$ cat config.mk
export PLATFORM = sky130hd
export DESIGN_NAME = pr_arbiter
export DESIGN_NICKNAME = d
export VERILOG_FILES = /design/src/rtl/pr_arbiter.sv
export SDC_FILE = /design/constraint.sdc
export NUM_CORES = 1
export LEC_CHECK = 0
export ABC_CLOCK_PERIOD_IN_PS = 3400
export BUFFER_PORTS_ARGS = -buffer_cell sky130_fd_sc_hd__buf_2
export CORE_UTILIZATION = 50
export CTS_CLUSTER_DIAMETER = 50
export DETAILED_ROUTE_END_ITERATION = 10
export PLACE_DENSITY = 0.9
export SLEW_MARGIN = 30
export SYNTH_ARGS = -nofsm -noshare
export SYNTH_HDL_FRONTEND = slang
export SYNTH_SLANG_ARGS = --single-unit
export TNS_END_PERCENT = 5
$ cat constraint.sdc
create_clock -name CLK -period 3.4 [get_ports CLK]
set_input_delay 0.68 -clock CLK [delete_from_list [all_inputs] [get_ports CLK]]
set_output_delay 0.68 -clock CLK [all_outputs]
set_load 0.1 [all_outputs]
$ cat src/rtl/pr_arbiter.sv
// pr_arbiter: round-robin merge of two packet-request streams into one,
// buffered by a 2-entry FIFO so input acceptance never looks at the
// downstream ready.
//
// Handshake (all three ports): a transfer happens on a rising CLK edge where
// VALID && READY. A sender holds VALID and DATA stable until that edge. The
// input READYs depend only on reset, FIFO occupancy, the priority bit and the
// *other* input's VALID. They never depend on their own VALID or on
// SEND_PR_READY.
module pr_arbiter #(
    parameter int PACKET_REQUEST_WIDTH = 32
) (
    input  logic                            CLK,
    input  logic                            RST,
    input  logic                            RECEIVE_PR0_VALID,
    input  logic [PACKET_REQUEST_WIDTH-1:0] RECEIVE_PR0_DATA,
    output logic                            RECEIVE_PR0_READY,
    input  logic                            RECEIVE_PR1_VALID,
    input  logic [PACKET_REQUEST_WIDTH-1:0] RECEIVE_PR1_DATA,
    output logic                            RECEIVE_PR1_READY,
    output logic                            SEND_PR_VALID,
    output logic [PACKET_REQUEST_WIDTH-1:0] SEND_PR_DATA,
    input  logic                            SEND_PR_READY
);

    logic [1:0]                      count;
    logic                            head;
    logic                            tail;
    logic                            pri;
    logic [PACKET_REQUEST_WIDTH-1:0] mem [2];

    logic                            not_full;
    logic                            push0;
    logic                            push1;
    logic                            push;
    logic                            pop;
    logic [PACKET_REQUEST_WIDTH-1:0] push_data;

    // Grant: an input is blocked only when the FIFO is full, during reset, or
    // when the other input is requesting and holds priority. Full is judged on
    // the registered count alone, so a pop in the same cycle does not reopen
    // the inputs (one bubble after full).
    always_comb begin
        not_full          = (count != 2'd2);
        RECEIVE_PR0_READY = !RST && not_full && (!pri || !RECEIVE_PR1_VALID);
        RECEIVE_PR1_READY = !RST && not_full && ( pri || !RECEIVE_PR0_VALID);
        push0             = RECEIVE_PR0_VALID && RECEIVE_PR0_READY;
        push1             = RECEIVE_PR1_VALID && RECEIVE_PR1_READY;
        push              = push0 || push1;
        push_data         = push0 ? RECEIVE_PR0_DATA : RECEIVE_PR1_DATA;
        pop               = SEND_PR_VALID && SEND_PR_READY;
    end

    // Output side: head entry straight out of the payload registers.
    always_comb begin
        SEND_PR_VALID = (count != 2'd0);
        SEND_PR_DATA  = mem[head];
    end

    // Control state: occupancy, pointers and round-robin priority. Priority
    // moves to the other input after every push, contested or not.
    always_ff @(posedge CLK) begin
        if (RST) begin
            count <= 2'd0;
            head  <= 1'b0;
            tail  <= 1'b0;
            pri   <= 1'b0;
        end else begin
            count <= count + {1'b0, push} - {1'b0, pop};
            if (push) begin
                tail <= ~tail;
                pri  <= push0;
            end
            if (pop) begin
                head <= ~head;
            end
        end
    end

    // Payload registers: written at tail on push. A push can only happen with
    // count < 2, so when it overlaps a pop (count == 1) tail != head and the
    // entry being read is never overwritten.
    always_ff @(posedge CLK) begin
        if (push) begin
            mem[tail] <= push_data;
        end
    end

endmodule
Yosys cells after proc, flatten, opt, wreduce, memory -nomap -nowiden
Memories as Yosys holds them, arrays and structs flattened. A register that Yosys moved wholly into a read port is not among the register bits.
Index checks and enable logic that the tools add are counted.

storage, ports and cells
  register bits after elaboration = 5
  RAM bits = 64
  output and inout port bits = 35
  logic and storage cells = 29
  memories = 1

memory list
  name  depth  bits a word  rd ports  clocked after Yosys merged registers in  wr ports  RTL line  RTL
  mem   2      32           1         1                                        1         30        logic [PACKET_REQUEST_WIDTH-1:0] mem [2];

cells by class
  $add $sub $neg = 2
  equality and inequality tests = 1
  muxes and demuxes = 5
  bitwise gates (word level) = 2
  reduce and logical (&&, ||, !) cells = 14

operator list
  operator            count
  $mux 32             1
  $logic_and 1x1->1   6
  $logic_not 1->1     4
  $mux 1              4
  $logic_or 1x1->1    3
  $add 2x1->2         1
  $ne 2x2->1 const B  1
  $not 1->1           2
  $reduce_bool 2->1   1
  $sub 2x1->2         1

Depth between registers and ports, before layout
Gate-level depths: netlist of the first run.

  word-level depth = 7
  mapped depth = 8

Worst setup path after synthesis of the first run
No wires, ideal clock.

  kind = input -> output
  from = input port RST
  to = output port RECEIVE_PR0_READY
  arrival = 2.274 ns
  required time = 2.720 ns
  setup slack = 0.446 ns
  stages = 3
  cell sequence = inv_1 -> nand2_1 -> a21oi_1

between the ends
  cells in the longest elaborated chain, start to end = 3

RTL lines
  what                             RTL line  RTL
  start: declaration               14        input logic RST,
  $logic_not 1->1                  45        RECEIVE_PR0_READY = !RST && not_full && (!pri || !RECEIVE_PR1_VALID);
  $logic_and 1x1->1 (2 in series)  45
  end: declaration                 17        output logic RECEIVE_PR0_READY,

No other way between the ends.

==> results.json, run 1 <==
{
  "cp_max_fo": 32,
  "grt_antenna_before_repair": 0,
  "post_cts_buffers": 0,
  "die_area_um2": 6630,
  "synth_warnings": 0,
  "first_pass_iters": 4,
  "cpMaxStageDelayCell": "dfxtp_2",
  "drive_gt1_share_pct": 66.8,
  "yosys.area.top_type_share_pct": 60.9,
  "via_per_inst": 5.12,
  "synth_top_cell_by_area": "edfxtp_1",
  "drt-total-wl_um": 5290,
  "grt_pass1_vias": 1753,
  "initial_core_util_pct": 52.7,
  "grt_first_pass_wirelength_um": 8090,
  "cpPeakStageDelay_ns": 0.83,
  "holdBufCountCts": 0,
  "ys_seq_area_share_pct": 64.7,
  "start_kind": "register",
  "hp-class": "register to register",
  "drtIter0Drc": 70,
  "slew-limit-headroom_pct": 48.2,
  "diodes": 0,
  "drc_errors": 0,
  "area_growth_syn_to_layout_pct": 23.4,
  "cts_buffers": 9,
  "cts_tree": "yes",
  "clockBufferDepth": 2,
  "postSynthCellCount": 173,
  "cp_top_family": "flip-flops",
  "hpwl_um": 3720,
  "whs_ns": 0.522,
  "status": "complete, no violations",
  "max_cap_violations": 0,
  "clkTransAtPathRegs_ns": 0.07,
  "finalSetupViolations": 0,
  "final_nets": 352,
  "cts-resized-gates": 0,
  "core-area_um2": 5990,
  "pin_count": 104,
  "hold_violations": 0,
  "gp_congestion": 0.697,
  "rsz0062_at_grt": "false",
  "fillers": 450,
  "clkSinkCount": 70,
  "globalRouteOverflowTotal": 0,
  "fin_tns_setup_ns": 0,
  "wl_per_cell_um": 14.7,
  "period_minus_slack_ns": 2.58,
  "via_count": 1848,
  "grt_usage_pct": 16.8,
  "clk_latency_ns": 0.33,
  "die_w_um": 81.5,
  "fmax_mhz": 388,
  "synth_nets": 244,
  "syn_area_um2": 3160,
  "grt_max_degree": 33,
  "cp_cell_sequence": "mux2_2 > buf_2",
  "synth_area_leaders": "edfxtp_1 (61%), mux2_4 (14%), mux2_2 (12%)",
  "crit_type": "register to output port",
  "p_leak_nw": 1.60,
  "antenna_left": 0,
  "tightest_slew_ns": 0.777,
  "synth-seq-cells": 70,
  "syn_avg_cell_area_um2": 18.2,
  "power_density_nw_per_um2": 949,
  "worstPathArrival_ns": 1.90,
  "die_y_um": 81.5,
  "portBuffers": 103,
  "timing.final.max_slew_violations": 0,
  "period_share_pct": 75.8,
  "rows": 28,
  "h-tree-depth": 3,
  "required_ns": 2.72,
  "synth.distinct_cells": 27,
  "crit_buf_inv": 1,
  "vdd_drop_max_mv": 0.740,
  "end_kind": "output port",
  "cts_root_buf": "clkbuf_8",
  "finClkSkew_ns": 0.00840
}
## metal layers
metal / share of wire (%) / global-route usage [%] / vias up
li1: - / - / 873
met2: 52 / 28.3 / 65
met1: 41 / 20.3 / 896
met3: 5.3 / 4.11 / 14
met5: 0 / 0 / -
met4: 2.2 / 7.68 / 0
## worst paths after layout
path / slack, ns / cells past startpoint / endpoint / startpoint
max: 0.82 / 2 / SEND_PR_DATA[31] / register
min: 0.52 / 2 / head / head
max reg2reg: 1.20 / 4 / mem[0][2] / count[0]
min reg2reg: 0.52 / 2 / head / head
## area by class of cell
cell class	count	area (um2)	share of cell area [%]
clock inverter	7	65.1	1.67
timing repair buffer	105	531	13.6
clock buffer	9	124	3.18
sequential	70	2040	52.4
inverter	4	15.0	0.385
multi-input combinational	91	1020	26.3
tap	75	93.8	2.41
## through the flow
step           utilization, %  worst slack, ns  power, mW  instance area, um2  cells
2_1_floorplan               -            0.446       2.85                3160    173
3_3_place_gp             61.9             1.01       3.08                3710    345
3_5_place_dp             61.9            0.951       3.11                3710    345
4_1_cts                  65.0            0.767       3.73                3900    361
5_1_grt                  65.0            0.686       3.85                3900    361
6_report                 65.0            0.822       3.70                3900    361
## cells in the mapped netlist (all sizes together)
library cell	number
edfxtp	64
mux2	64
buf	7
dfxtp	6
nor2	6
inv	4
a21oi	3
and2b	2
ha	2
nand2	2
a311oi	1
and2	1
and4	1
clkbuf	1
nand2b	1
nor3	1
o211ai	1
o21a	1
o21ai	1
or2	1
or3	1
xnor2	1
xor2	1
## logic make-up after synthesis
| family | after synthesis | synth area share [%] |
|---|---|---|
| compound gates | 7 | 1.39 |
| flops | 70 | 64.7 |
| buf+inv | 12 | 3.33 |
| simple gates | 16 | 2.85 |
| mux | 64 | 26.4 |
| fa+ha+maj | 2 | 0.793 |
| xor+xnor | 2 | 0.555 |
## sequential cells by signal (all words and copies together) (netlist names), named ones only
register / cells
mem: 64
count: 2
head: 1
pri: 1
tail: 1
## report_power, final
group,leakage (nW),internal (mW),switching (mW),total [mW]
Combinational,0.861,0.417,1.42,1.84
Clock,0.0964,0.333,0.291,0.624
Sequential,0.642,1.13,0.107,1.24
Total,1.60,1.88,1.82,3.70
## worst min-delay path: stages, from the launching register on
cell and delay [ns]:
dfxtp_1 0.32, xnor2_1 0.09, nor2_1 0.08
## placed cells by master, fill, tap and decap left out, drive strengths merged, types with 2 or more instances in the layout
| cell | instances |
|---|---|
| inv | 4 |
| clkbuf | 9 |
| dfxtp | 6 |
| mux2 | 64 |
| nor2 | 6 |
| edfxtp | 64 |
| clkinv | 5 |
| nand2 | 2 |
| buf | 105 |
| and2b | 2 |
| ha | 2 |
| a21oi | 3 |
(Power assumes the default switching activity.)
==> run 2: changes to the inputs <==
ABC_AREA = 1   (was not set)
ABC_CLOCK_PERIOD_IN_PS = 2400   (was 3400)
clock period = 2.4 ns   (was 3.4 ns; I/O delays follow)
==> run 2 against run 1 <==
Compared with the run above: clock skew fell by 0.0047 ns; via count rose by 14%; clock power grew 59%; non-clock buffer count rose by 7.
==> results.json, run 2 <==
{
  "regMostFlops": "mem",
  "clk_latency_ns": 0.32,
  "drc_errors": 0,
  "clkTransAtPathRegs_ns": 0.07,
  "rows": 29,
  "place_inst": 425,
  "drt-total-wl_um": 5700,
  "yosysMostFrequentCell": "edfxtp_1",
  "ff2ff_setup_slack_ns": 0.74,
  "period_share_pct": 85.1,
  "grt_antenna_before_repair": 0,
  "drt-met1-wl_um": 2210,
  "area_growth_syn_to_layout_pct": 26.1,
  "synth.distinct_cells": 22,
  "timing.final.max_slew_violations": 0,
  "initial_core_util_pct": 51.7,
  "pin_count": 104,
  "first_pass_iters": 4,
  "synth_compound_area_share_pct": 9.12,
  "die_w_um": 82.8,
  "worstPathArrival_ns": 1.56,
  "die_y_um": 82.8,
  "multi_input_area_um2": 991,
  "cp_max_fo": 16,
  "grt_pass1_vias": 2182,
  "synth-seq-cells": 70,
  "synth_nets": 318,
  "hp-class": "primary input to register",
  "drive_gt1_share_pct": 58.8,
  "grt_usage_pct": 17.6,
  "synth_warnings": 0,
  "cts_buffers": 9,
  "period_minus_slack_ns": 2.04,
  "fmax_mhz": 490,
  "antenna_left": 0,
  "diodes": 0,
  "synth_top_family_by_area": "multiplexers",
  "cts_tree": "yes",
  "layout_common_cells": "buf_2 (100), edfxtp_1 (64), inv_1 (38)",
  "syn_avg_cell_area_um2": 13.2,
  "reg.largest.list": "mem (64), count (2)",
  "via_count": 2107,
  "fin_ws_ns": 0.357,
  "holdBufCountCts": 0,
  "fin_tns_setup_ns": 0,
  "synthAdderAreaFrac_pct": 0.767,
  "rsz0062_at_grt": "false",
  "yosys.area.top_type_share_pct": 58.9,
  "syn_area_um2": 3260,
  "synth_xor_area_share_pct": 0.268,
  "holdPathStages": 2,
  "top_layer_used": "met4",
  "synth_top_cell_by_area": "edfxtp_1",
  "crit_type": "register to output port",
  "instances_no_fill": 441,
  "fin_util_pct": 65.2,
  "required_ns": 1.92,
  "clockBufferDepth": 2,
  "ys_seq_area_share_pct": 62.6,
  "post_cts_buffers": 0,
  "core-area_um2": 6310,
  "fillers": 462,
  "yosys-mux-area-fraction_pct": 11.0,
  "cts_root_buf": "clkbuf_8",
  "p_leak_nw": 1.81,
  "seq_area_um2": 2040,
  "drtIter0Drc": 71,
  "clkSinkCount": 70,
  "power_density_nw_per_um2": 1230,
  "ys_async_sr_fraction_pct": 0,
  "die_area_um2": 6860,
  "dr_wl_met3_um": 250,
  "end_kind": "output port",
  "gp_congestion": 0.692,
  "finalSetupViolations": 0,
  "r2r_cells": 10,
  "synth_area_leaders": "edfxtp_1 (59%), mux2_2 (10%), o21ai_2 (8.6%)",
  "postSynthCellCount": 247,
  "yosys.area_share.simple_pct": 8.32,
  "place_ws_ns": 0.554,
  "via_per_inst": 4.78,
  "synth_common_cells": "edfxtp_1 (64), inv_1 (38), o21ai_2 (32), mux2_2 (30), nand2_1 (25)",
  "slew-limit-headroom_pct": 67.2,
  "largest_reg_flops": 64,
  "hold_violations": 0,
  "hpwl_um": 4180,
  "wl_per_cell_um": 12.9,
  "cts-resized-gates": 0,
  "wl_met2_um": 3170,
  "max_cap_violations": 0,
  "final_nets": 430,
  "globalRouteOverflowTotal": 0,
  "grt_max_degree": 37,
  "synth-edff-count": 64,
  "finClkSkew_ns": 0.00369,
  "tightest_slew_ns": 0.496,
  "grt_first_pass_wirelength_um": 9490,
  "ys.flop_type": "edfxtp_1",
  "status": "complete, no violations",
  "final_common_cell": "buf_2",
  "h-tree-depth": 3,
  "start_kind": "register",
  "vdd_drop_max_mv": 1.08,
  "portBuffers": 103
}
run 2: cell count changes in the layout (fill, tap and decap cells not counted), moves of 4 or more:
cell | previous run | this run
mux2_2 | 34 | 30
nand2_2 | 0 | 18
nor2_1 | 4 | 9
inv_1 | 4 | 38
nand2_1 | 2 | 25
buf_4 | 2 | 9
o21ai_2 | 0 | 32
mux2_4 | 30 | 0
run 2: layout make-up:
class                           instances  share of cell area (%)
Clock buffer                            9                    3.01
Tap cell                               77                    2.34
Sequential cell                        70                    49.6
Timing Repair Buffer                  112                    15.3
Inverter                               39                    3.56
Clock inverter                          7                    2.16
Multi-Input combinational cell        127                    24.1
run 2: per-stage QoR:
| stage | total power, mW | cell area, um2 | hold WS (ns) |
|---|---|---|---|
| after floorplan | 3.69 | 3270 | 0.467 |
| after global placement | 4.04 | 3910 | 0.483 |
| after detailed placement | 4.09 | 3910 | 0.499 |
| after CTS | 5.09 | 4120 | 0.323 |
| after global routing | 5.25 | 4120 | 0.343 |
| final | 5.05 | 4120 | 0.343 |
run 2: metal layers:
layer,GRT usage [%],up-vias
met5,0,-
met4,7.37,0
met3,3.58,9
met2,33.8,60
met1,18.5,978
li1,-,1060
run 2: cell families after synthesis:
| family | Yosys count |
|---|---|
| flip-flops | 70 |
| AND/OR/NAND/NOR | 57 |
| buffers and inverters | 50 |
| AO/OA/AOI/OAI | 35 |
| multiplexers | 32 |
| adder cells (fa/ha/maj) | 2 |
| XOR/XNOR | 1 |
run 2: final timing paths:
path / from / end
max: register / SEND_PR_DATA[14]
min: RST / count[0]
min reg2reg: head / head
max reg2reg: count[0] / count[1]
run 2: critical path, stage by stage (launching register included):
cell and delay [ns]:
dfxtp_2 0.32, buf_4 0.24, mux2_2 0.37, buf_2 0.30
run 2: power breakdown:
part | leakage (nW) | internal [mW] | switching [mW] | total [mW]
logic | 1.06 | 0.537 | 1.89 | 2.43
registers | 0.645 | 1.57 | 0.0609 | 1.63
clock network | 0.103 | 0.577 | 0.414 | 0.991
total | 1.81 | 2.68 | 2.36 | 5.05
==> run 3: changes to the inputs <==
ABC_CLOCK_PERIOD_IN_PS = 1700   (was 2400)
CORE_UTILIZATION = 46   (was 50)
PLACE_DENSITY = 0.87   (was 0.9)
clock period = 1.7 ns   (was 2.4 ns; I/O delays follow)
==> run 3 against run 2 <==
Compared with the run above: the flow now finishes with violations (setup timing); combinational power up 81%; sequential share of layout area down 6.4 points; total power up 61%; register-to-register slack worse by 0.65 ns; non-clock buffer count up 1; sequential cell count unchanged; cell count up 4.5%; highest routed layer unchanged.
==> results.json, run 3 (synthesized netlist as in run 2, its figures left out) <==
{
  "status": "complete, but fails checks",
  "violations": "setup timing",
  "p_comb_share_pct": 54.2,
  "vdd_drop_max_mv": 1.26,
  "area_growth_syn_to_layout_pct": 45.0,
  "required_ns": 1.36,
  "clk_latency_ns": 0.33,
  "gp_congestion": 0.699,
  "cts_tree": "yes",
  "via_count": 2151,
  "top_layer_used": "met4",
  "hp-class": "primary input to register",
  "final_common_cell": "buf_2",
  "p_sw_share_pct": 43.5,
  "power_density_nw_per_um2": 1720,
  "cp_max_fo": 18,
  "wl_met2_um": 3510,
  "cpMaxStageDelayCell": "dfxtp_4",
  "finClkSkew_ns": 0.0110,
  "clkTransAtPathRegs_ns": 0.07,
  "worstPathArrival_ns": 1.43,
  "die_area_um2": 7440,
  "grt_usage_pct": 18.4,
  "grt_first_pass_wirelength_um": 10200,
  "globalRouteOverflowTotal": 0,
  "ff2ff_setup_slack_ns": 0.09,
  "drt-met1-wl_um": 2510,
  "clkSinkCount": 70,
  "slew-limit-headroom_pct": 68.1,
  "grt_max_degree": 39,
  "whs_ns": 0.211,
  "clockBufferDepth": 2,
  "seqPwrFrac_pct": 28.4,
  "drive_gt1_share_pct": 59.5,
  "final_nets": 431,
  "path_common_cell": "buf_12",
  "wl_per_cell_um": 13.8,
  "cts_root_buf": "clkbuf_8",
  "post_cts_buffers": 0,
  "layout_common_cells": "buf_2 (69), edfxtp_1 (64), inv_1 (38), buf_12 (38), o21ai_2 (32)",
  "antenna_left": 0,
  "start_kind": "register",
  "p_leak_nw": 2.05,
  "portBuffers": 103,
  "cpPeakStageDelay_ns": 0.38,
  "pin_count": 104,
  "place_ws_ns": 0.0674,
  "cp_cell_sequence": "buf_12 > mux2_2 > buf_12",
  "total_power_mw": 8.15,
  "fin_tns_setup_ns": -1.22,
  "drtIter0Drc": 98,
  "fin_area_um2": 4730,
  "finalSetupViolations": 32,
  "drc_errors": 0,
  "timing.final.max_slew_violations": 0,
  "fin_ws_ns": -0.0690,
  "dr_wl_met3_um": 268,
  "diodes": 0,
  "placedInstanceArea_um2": 4450,
  "rows": 30,
  "intPower_mw": 4.60,
  "hpwl_um": 4590,
  "place_inst": 445,
  "h-tree-depth": 3,
  "die_y_um": 86.2,
  "regMostFlops": "mem",
  "rsz0062_at_grt": "true",
  "tightest_slew_ns": 0.482,
  "crit_type": "register to output port",
  "end_kind": "output port",
  "die_w_um": 86.2,
  "reg.largest.list": "mem (64), count (2)",
  "drt-total-wl_um": 6350,
  "first_pass_iters": 4,
  "largest_reg_flops": 64,
  "pwr-share-clk_pct": 17.4,
  "via_per_inst": 4.67,
  "period_minus_slack_ns": 1.77,
  "max_cap_violations": 0,
  "switchingPower_mw": 3.54,
  "fin_util_pct": 69.3,
  "instances_no_fill": 461,
  "period_share_pct": 104,
  "hold_violations": 0,
  "core-area_um2": 6830,
  "grt_antenna_before_repair": 0,
  "cts_buffers": 9,
  "fmax_mhz": 565,
  "grt_pass1_vias": 2264,
  "holdBufCountCts": 0,
  "initial_core_util_pct": 47.8
}
-- run 3: what timing repair did --
action                                 4_1_cts  5_1_grt
setup endpoints to repair                   33       33
endpoints found under the hold margin        0        0
gates resized for setup                     18        2
-- run 3: metal layers --
metal	vias up	track usage (%)
li1	1058	-
met3	8	6.29
met4	0	6.52
met1	1020	20.1
met5	-	0
met2	65	33.3
-- run 3: path summary, 6_finish.rpt --
| kind | end | cells past startpoint | from |
|---|---|---|---|
| max | SEND_PR_DATA[29] | 3 | register |
| max reg2reg | count[1] | 10 | count[0] |
| min | count[0] | 2 | RST |
| min reg2reg | register | 2 | head |
-- run 3: worst max-delay path: cells and delay by family, from the launching register on --
kind,cells,cell delay (ns)
DFF,1,0.38
muxes,1,0.38
buffers and inverters,2,0.33
-- run 3: power groups by stage --
stage	Sequential [mW]	Clock (mW)	Combinational [mW]
2_1_floorplan	2.31	0	2.91
3_3_place_gp	2.32	0	4.27
3_5_place_dp	2.35	0	4.34
4_1_cts	2.32	1.44	4.43
5_1_grt	2.34	1.54	4.57
6_report	2.32	1.42	4.41
-- run 3: layout make-up --
type                       instances  area (um2)
clock buffer                       9         124
clock inverter                     7        88.8
fill                             485        2100
inverter                          39         146
multi-input combinational        127        1050
sequential                        70        2050
tap                               96         120
timing repair buffer             113        1160
